File: src/rtl/lc3_regfile_mp.sv
// LC-3 general-purpose register file: one write port, two registered read ports
// with optional write-to-read bypass, plus the architectural NZP condition codes.
module lc3_regfile_mp #(
  parameter int                DATA_W   = 16,
  parameter int                NUM_REGS = 8,
  parameter int                ADDR_W   = 3,
  parameter int                BYPASS   = 1,
  parameter int                SP_IDX   = 6,
  parameter logic [DATA_W-1:0] SP_RESET = DATA_W'(16'h3000)
) (
  input  logic              clk,
  input  logic              rst_n,
  input  logic              we,
  input  logic [ADDR_W-1:0] waddr,
  input  logic [DATA_W-1:0] wdata,
  input  logic              ld_cc,
  input  logic              rd1_en,
  input  logic [ADDR_W-1:0] rd1_addr,
  output logic [DATA_W-1:0] rd1_data,
  input  logic              rd2_en,
  input  logic [ADDR_W-1:0] rd2_addr,
  output logic [DATA_W-1:0] rd2_data,
  output logic [2:0]        nzp
);

  // One extra bit so NUM_REGS == 2**ADDR_W is representable.
  localparam logic [ADDR_W:0] NUM_REGS_L = (ADDR_W+1)'(NUM_REGS);

  logic signed [DATA_W-1:0] regs_q [NUM_REGS];
  logic signed [DATA_W-1:0] wdata_s;
  logic signed [DATA_W-1:0] rd1_next, rd2_next;
  logic signed [DATA_W-1:0] rd1_data_p1, rd2_data_p1;
  logic [2:0]               nzp_p1;

  function automatic logic in_range(input logic [ADDR_W-1:0] a);
    return {1'b0, a} < NUM_REGS_L;
  endfunction

  function automatic logic [2:0] cc_decode(input logic signed [DATA_W-1:0] v);
    if (v < 0)       return 3'b100;
    else if (v == 0) return 3'b010;
    else             return 3'b001;
  endfunction

  assign wdata_s = $signed(wdata);

  always_ff @(posedge clk or negedge rst_n) begin
    if (!rst_n) begin
      for (int i = 0; i < NUM_REGS; i++)
        regs_q[i] <= (i == SP_IDX) ? $signed(SP_RESET) : '0;
    end else if (we) begin
      for (int i = 0; i < NUM_REGS; i++)
        if (waddr == i[ADDR_W-1:0]) regs_q[i] <= wdata_s;
    end
  end

  // Out-of-range addresses match no entry and therefore read as zero.
  always_comb begin
    rd1_next = '0;
    rd2_next = '0;
    for (int i = 0; i < NUM_REGS; i++) begin
      if (rd1_addr == i[ADDR_W-1:0]) rd1_next = regs_q[i];
      if (rd2_addr == i[ADDR_W-1:0]) rd2_next = regs_q[i];
    end
    if (BYPASS != 0 && we && in_range(waddr)) begin
      if (waddr == rd1_addr) rd1_next = wdata_s;
      if (waddr == rd2_addr) rd2_next = wdata_s;
    end
  end

  // p0 -> p1: read capture and condition-code update
  always_ff @(posedge clk or negedge rst_n) begin
    if (!rst_n) begin
      rd1_data_p1 <= '0;
      rd2_data_p1 <= '0;
      nzp_p1      <= 3'b010;
    end else begin
      if (rd1_en)      rd1_data_p1 <= rd1_next;
      if (rd2_en)      rd2_data_p1 <= rd2_next;
      if (we && ld_cc) nzp_p1      <= cc_decode(wdata_s);
    end
  end

  assign rd1_data = rd1_data_p1;
  assign rd2_data = rd2_data_p1;
  assign nzp      = nzp_p1;

endmodule

File: config.mk
export PLATFORM = sky130hd
export DESIGN_NAME = lc3_regfile_mp
export DESIGN_NICKNAME = d
export VERILOG_FILES = /design/src/rtl/lc3_regfile_mp.sv
export SDC_FILE = /design/constraint.sdc
export NUM_CORES = 1
export LEC_CHECK = 0
export BUFFER_PORTS_ARGS = -buffer_cell sky130_fd_sc_hd__buf_2
export CORE_MARGIN = 1
export CORE_UTILIZATION = 30
export CTS_BUF_LIST = sky130_fd_sc_hd__clkbuf_2
export CTS_CLUSTER_DIAMETER = 150
export CTS_CLUSTER_SIZE = 25
export DETAILED_ROUTE_END_ITERATION = 10
export PLACE_DENSITY_LB_ADDON = 0.3
export REMOVE_ABC_BUFFERS = 1
export SYNTH_ARGS = -nofsm -noshare
export SYNTH_HDL_FRONTEND = slang
export SYNTH_SLANG_ARGS = --single-unit
File: constraint.sdc
create_clock -name clk -period 4.8 [get_ports clk]
set_clock_uncertainty 0.15 [all_clocks]
set_input_delay 0.24 -clock clk [delete_from_list [all_inputs] [get_ports clk]]
set_output_delay 0.24 -clock clk [all_outputs]
set_load 0.05 [all_outputs]
==> flow_summary.json, run 1 <==
{
  "p_leak_uw": 0.00409,
  "final_core_util": 0.347,
  "synth.avg_cell_area_sq_um": 13.7,
  "port_buffers": 65,
  "core_area_sq_mm": 0.0278,
  "cts.sinks": 163,
  "synth_edf_count": 0,
  "layout.cells.non_filler": 1081,
  "netSwitchingFraction": 0.344,
  "die-area_sq_mm": 0.0289,
  "final_cell_area_sq_mm": 0.00965,
  "grt_pass1_vias": 5777,
  "arrival_ns": 3.38,
  "cts.clk_slew.worst_paths_ns": 0.24,
  "path_class": "input pin to flip-flop",
  "seq_area_frac_synth": 0.482,
  "yosysMostFrequentCell": "dfrtp_1",
  "drc": 0,
  "maxCapViolCount": 0,
  "fmax_ghz": 0.346,
  "switchingPower_uw": 1300,
  "power_frac_clock": 0.205,
  "h-tree-depth": 4,
  "cts_tree": "yes",
  "ys_top_cells_by_area": "dfrtp_1, mux2_2, mux4_2",
  "clk_latency_ns": 0.74,
  "grt_overflow": 0,
  "ys_seq_elements": 163,
  "crit_required_ns": 5.29,
  "cts_setup_buffers": 0,
  "yosys.area.top_type": "dfrtp_1",
  "critPathLaunchType": "input pin",
  "synth_common_cells": "dfrtp_1, mux2_2, mux2i_1, a22oi_1, mux4_2",
  "ys_types": 40,
  "die_w_um": 170,
  "status": "completed",
  "fp.dieH_um": 170,
  "timing.rr.start": "regs_q[31]",
  "slew_headroom": 0.294,
  "fillers": 2789,
  "wl_per_cell_um": 22.7,
  "drtIter0Drc": 482,
  "detail-route-antenna-nets": 0,
  "routed_wl_um": 24600,
  "finalMaxSlewViolations": 0,
  "final_layout_size_suffix_gt1_frac": 0.416,
  "intPower_uw": 2470,
  "area_growth_pct": 13.9,
  "p_per_area_mw_per_mm2": 391,
  "dp_hpwl_um": 14600,
  "cts_made_buffers": 17,
  "hold_viol_final": 0,
  "pre_cts_slack_ns": 2.12,
  "reg2reg_to": "rd2_data[15]",
  "synthCells": 616,
  "cp-end-kind": "flip-flop",
  "grt_pass1_wl_um": 37200,
  "routabilityCongestion": 0.765,
  "combinationalPowerShare": 0.289,
  "worst-path-max-fanout": 16,
  "period_share": 0.602,
  "dp.cells": 1019,
  "ff2ff_setup_slack_ns": 2.80,
  "sequentialPowerShare": 0.506,
  "ir_drop_mv": 0.145,
  "multi_input_area_sq_mm": 0.00407,
  "grt_usage": 0.176,
  "setup_ws_ns": 1.91,
  "hp-class": "input pin to async pin",
  "place_area_sq_mm": 0.00912,
  "grt_max_degree": 105,
  "root_buffer": "clkbuf_2",
  "start_util": 0.305,
  "num_rows": 61,
  "async_reset_ff_frac": 1.00,
  "setup-tns-final_ns": 0,
  "register_area_sq_mm": 0.00408,
  "worst_slew_pin_slew_ns": 1.06,
  "ys.flop_type": "dfrtp_1",
  "antenna_found_initial": 1,
  "routed_via_density": 5.33,
  "synth_top_area_share": 0.473,
  "dr.pass1.iters": 5,
  "ff2ff_path_depth": 4,
  "finalCriticalPeriod_ns": 2.89,
  "ios": 66,
  "clk_path_buf_depth": 2,
  "yosysWarningCount": 0,
  "rsz0062_at_grt": "no",
  "setup_viol": 0,
  "nNetsFinal": 720,
  "num_vias": 5759,
  "syn_area_sq_mm": 0.00847
}
-- flip-flops by register name, summed over array words and instances (netlist names) --
signal	cells
rd1_data	16
rd2_data	16
regs_q	128
nzp	3
-- power by group through the flow --
stage / logic [uW] / clock network, uW / registers, uW
finish: 1090 / 774 / 1910
global route: 1170 / 850 / 1950
CTS: 1100 / 797 / 1900
detailed placement: 1080 / 0 / 1930
global placement: 1060 / 0 / 1930
floorplan: 573 / 0 / 2070
-- logic make-up after synthesis --
logic type                after synthesis  share of synthesized area
AOI/OAI and AO/OA                      97                      0.102
muxes                                 216                      0.319
xor gates and xnor gates                6                    0.00798
and+or+nand+nor                        71                     0.0482
DFF                                   163                      0.482
buffers and inverters                  63                     0.0405
-- cell type report --
cell class | instances | share of cell area
Clock inverter | 12 | 0.0145
Multi-Input combinational cell | 390 | 0.422
Inverter | 4 | 0.00156
Tap cell | 378 | 0.0490
Antenna cell | 1 | 0.000259
Clock buffer | 20 | 0.0104
Timing Repair Buffer | 113 | 0.0795
Sequential cell | 163 | 0.423
-- worst max-delay path by stage --
stage,startpoint,end,slack (ns),cells past startpoint
finish,rd2_en,rd2_data[15],1.91,7
global route,rd2_en,rd2_data[15],1.95,7
CTS,rd2_en,rd2_data[15],2.02,7
detailed placement,rd2_addr[0],rd2_data[15],2.12,6
global placement,rd2_addr[0],rd2_data[15],2.18,6
floorplan,waddr[2],regs_q[80],2.96,3
-- worst max-delay path: stages --
cell and delay [ns]:
dlygate4sd3_1 0.52, buf_2 0.16, clkinv_1 0.60, nor4b_4 0.85, buf_4 0.33, a221oi_1 0.11
dlygate4sd3_1 0.57
-- cells in the final DEF, fill, tap and decap left out, drive strengths merged, types with 5 or more instances in the layout --
cell type	count
a221o	30
a22oi	31
buf	84
clkbuf	20
clkinv	9
dfrtp	160
dlygate4sd3	29
mux2	121
mux2i	64
mux4	31
nand2	13
nand2b	16
nor2	20
nor4	5
o21ai	13
o221a	15
xor2	6
-- what timing repair did --
item | 4_1_cts | 5_1_grt
endpoints found under the hold margin | 265 | 0
setup endpoints to repair | 0 | 0
gates resized for setup | 0 | 0
hold buffers | 29 | 0
-- per-stage QoR --
| step | total power (uW) | hold slack, ns |
|---|---|---|
| after floorplan | 2640 | -0.206 |
| after global placement | 2990 | 0.306 |
| after detailed placement | 3010 | 0.303 |
| after CTS | 3800 | 0.0174 |
| after global routing | 3970 | 0.0307 |
| final | 3770 | 0.0230 |
-- layer usage --
metal  wire [um]  part of all wire  vias to the layer above  GRT usage
met2       11400              0.46                      183      0.276
li1            -                 -                     2510          -
met4         480             0.020                        0     0.0541
met1       11500              0.47                     3033      0.248
met5           0                 0                        -          0
met3        1260             0.051                       33     0.0293
No activity file was read; power rests on OpenSTA's default activity.
==> inputs of run 2 (changes only) <==
==> constraint.sdc (replaced) <==
create_clock -name clk -period 2.9 [get_ports clk]
set_clock_uncertainty 0.15 [all_clocks]
set_input_delay 0.145 -clock clk [delete_from_list [all_inputs] [get_ports clk]]
set_output_delay 0.145 -clock clk [all_outputs]
set_load 0.05 [all_outputs]
==> run 2 against run 1 <==
- non-clock buffer count grew 23
- global-route usage up 0.12 points
- die area is the same
- wire length grew 1.2%
- via count up 0.87%
- sequential power up 64%
- critical path depth stayed put
- core utilization up 1.1 points
- first-iteration DRC count is 1.2% higher
- setup slack lost 1.4 ns
- critical path type unchanged
- total power is 73% higher
==> flow_summary.json, run 2 (synthesis results as in run 1) <==
{
  "status": "completed",
  "wl_per_cell_um": 22.5,
  "start_util": 0.305,
  "final_layout_size_suffix_gt1_frac": 0.423,
  "critPathLaunchType": "input pin",
  "maxCapViolCount": 0,
  "ff2ff_setup_slack_ns": 0.73,
  "rsz0062_at_grt": "no",
  "cts_made_buffers": 17,
  "top_usage_layer": "met2",
  "use_met2": 0.275,
  "cts_tree": "yes",
  "final_core_util": 0.358,
  "grt_pass1_wl_um": 37600,
  "drc": 0,
  "cts_setup_buffers": 0,
  "setup_ws_ns": 0.487,
  "antenna_found_initial": 1,
  "multi_input_area_sq_mm": 0.00407,
  "cts.sinks": 163,
  "fillers": 2807,
  "nNetsFinal": 743,
  "p_per_area_mw_per_mm2": 653,
  "startpoint": "wdata[11]",
  "routed_wl_um": 24900,
  "met3_usage": 0.0333,
  "detail-route-antenna-nets": 0,
  "clk_path_buf_depth": 2,
  "cts.clk_slew.worst_paths_ns": 0.25,
  "ir_drop_mv": 0.258,
  "period_share": 0.832,
  "largest_reg_flops": 128,
  "finalMaxSlewViolations": 0,
  "cp-end-kind": "flip-flop",
  "setup-tns-final_ns": 0,
  "p_leak_uw": 0.00425,
  "worst_slew_pin_slew_ns": 0.743,
  "die-area_sq_mm": 0.0289,
  "worst-path-max-fanout": 11,
  "timing.rr.start": "regs_q[110]",
  "reg2reg_to": "rd2_data[14]",
  "clk_latency_ns": 0.73,
  "dp.cells": 1029,
  "dp_hpwl_um": 14900,
  "fp.dieH_um": 170,
  "setup_viol": 0,
  "routed_via_density": 5.26,
  "num_rows": 61,
  "port_buffers": 65,
  "hp-class": "input pin to flip-flop",
  "gr-usage-met1": 0.254,
  "final_cell_mix": "dfrtp_1, mux2_2, mux2i_1",
  "grt_usage": 0.178,
  "drtIter0Drc": 488,
  "holdWs_ns": 0.152,
  "root_buffer": "clkbuf_2",
  "routabilityCongestion": 0.761,
  "arrival_ns": 2.93,
  "endpoint": "nzp[0]",
  "num_vias": 5809,
  "fmax_ghz": 0.414,
  "layout.cells.most_common": "dfrtp_1",
  "layout.cells.non_filler": 1104,
  "path_class": "input pin to flip-flop",
  "max_flop_register": "regs_q",
  "ios": 66,
  "ff2ff_path_depth": 5,
  "area_growth_pct": 17.6,
  "finalCriticalPeriod_ns": 2.41,
  "dr.pass1.iters": 5,
  "grt_pass1_vias": 5922,
  "hold_viol_final": 0,
  "h-tree-depth": 4,
  "die_w_um": 170,
  "crit_required_ns": 3.42,
  "pre_cts_slack_ns": 0.745,
  "core_area_sq_mm": 0.0278,
  "register_area_sq_mm": 0.00408,
  "grt_max_degree": 54,
  "grt_overflow": 0,
  "slew_headroom": 0.504
}
-- run 2: area by class of cell --
type	instances	share of cell area
flip-flops and latches	163	0.410
well taps	378	0.0475
clock inverters	13	0.0209
clock buffers	19	0.00955
diodes	1	0.000251
inverters	4	0.00151
repair buffers	136	0.102
multi-input cells	390	0.409
-- run 2: worst min-delay path by stage --
stage,from,end,slack [ns],cells past startpoint
final,wdata[15],regs_q[111],0.15,3
after global routing,wdata[15],regs_q[111],0.1,3
after CTS,wdata[15],regs_q[111],0.08,3
after detailed placement,rst_n,rd2_data[6],0.02,1
after global placement,rst_n,rd2_data[6],0.02,1
after floorplan,rst_n,nzp[0],-0.30,0
-- run 2: where the power goes --
| part | switching (uW) | internal (uW) |
|---|---|---|
| clock | 829 | 662 |
| combinational | 978 | 894 |
| sequential | 376 | 2770 |
| total | 2180 | 4320 |
-- run 2: through the flow --
| step | total power (uW) | cell area, sq um |
|---|---|---|
| finish | 6510 | 9960 |
| global route | 6840 | 9960 |
| CTS | 6570 | 9960 |
| detailed placement | 4990 | 9220 |
| global placement | 4970 | 9220 |
| floorplan | 4370 | 8140 |
-- run 2: what timing repair did --
item | CTS | global route
gates resized for setup | 0 | 0
hold endpoints to repair | 326 | 0
hold buffers | 42 | 0
-- run 2: per-layer routing --
metal  share of wire  vias to the layer above
li1                -                     2556
met1            0.47                     3047
met2            0.46                      182
met3           0.051                       24
met4           0.016                        0
met5               0                        -
-- run 2: worst max-delay path: stages --
cell           delay (ns)
dlygate4sd3_1        0.56
buf_2                0.19
nor4_1               0.26
dlygate4sd3_1        0.58
nand4_1              0.26
dlygate4sd3_1        0.72
a22o_1               0.20
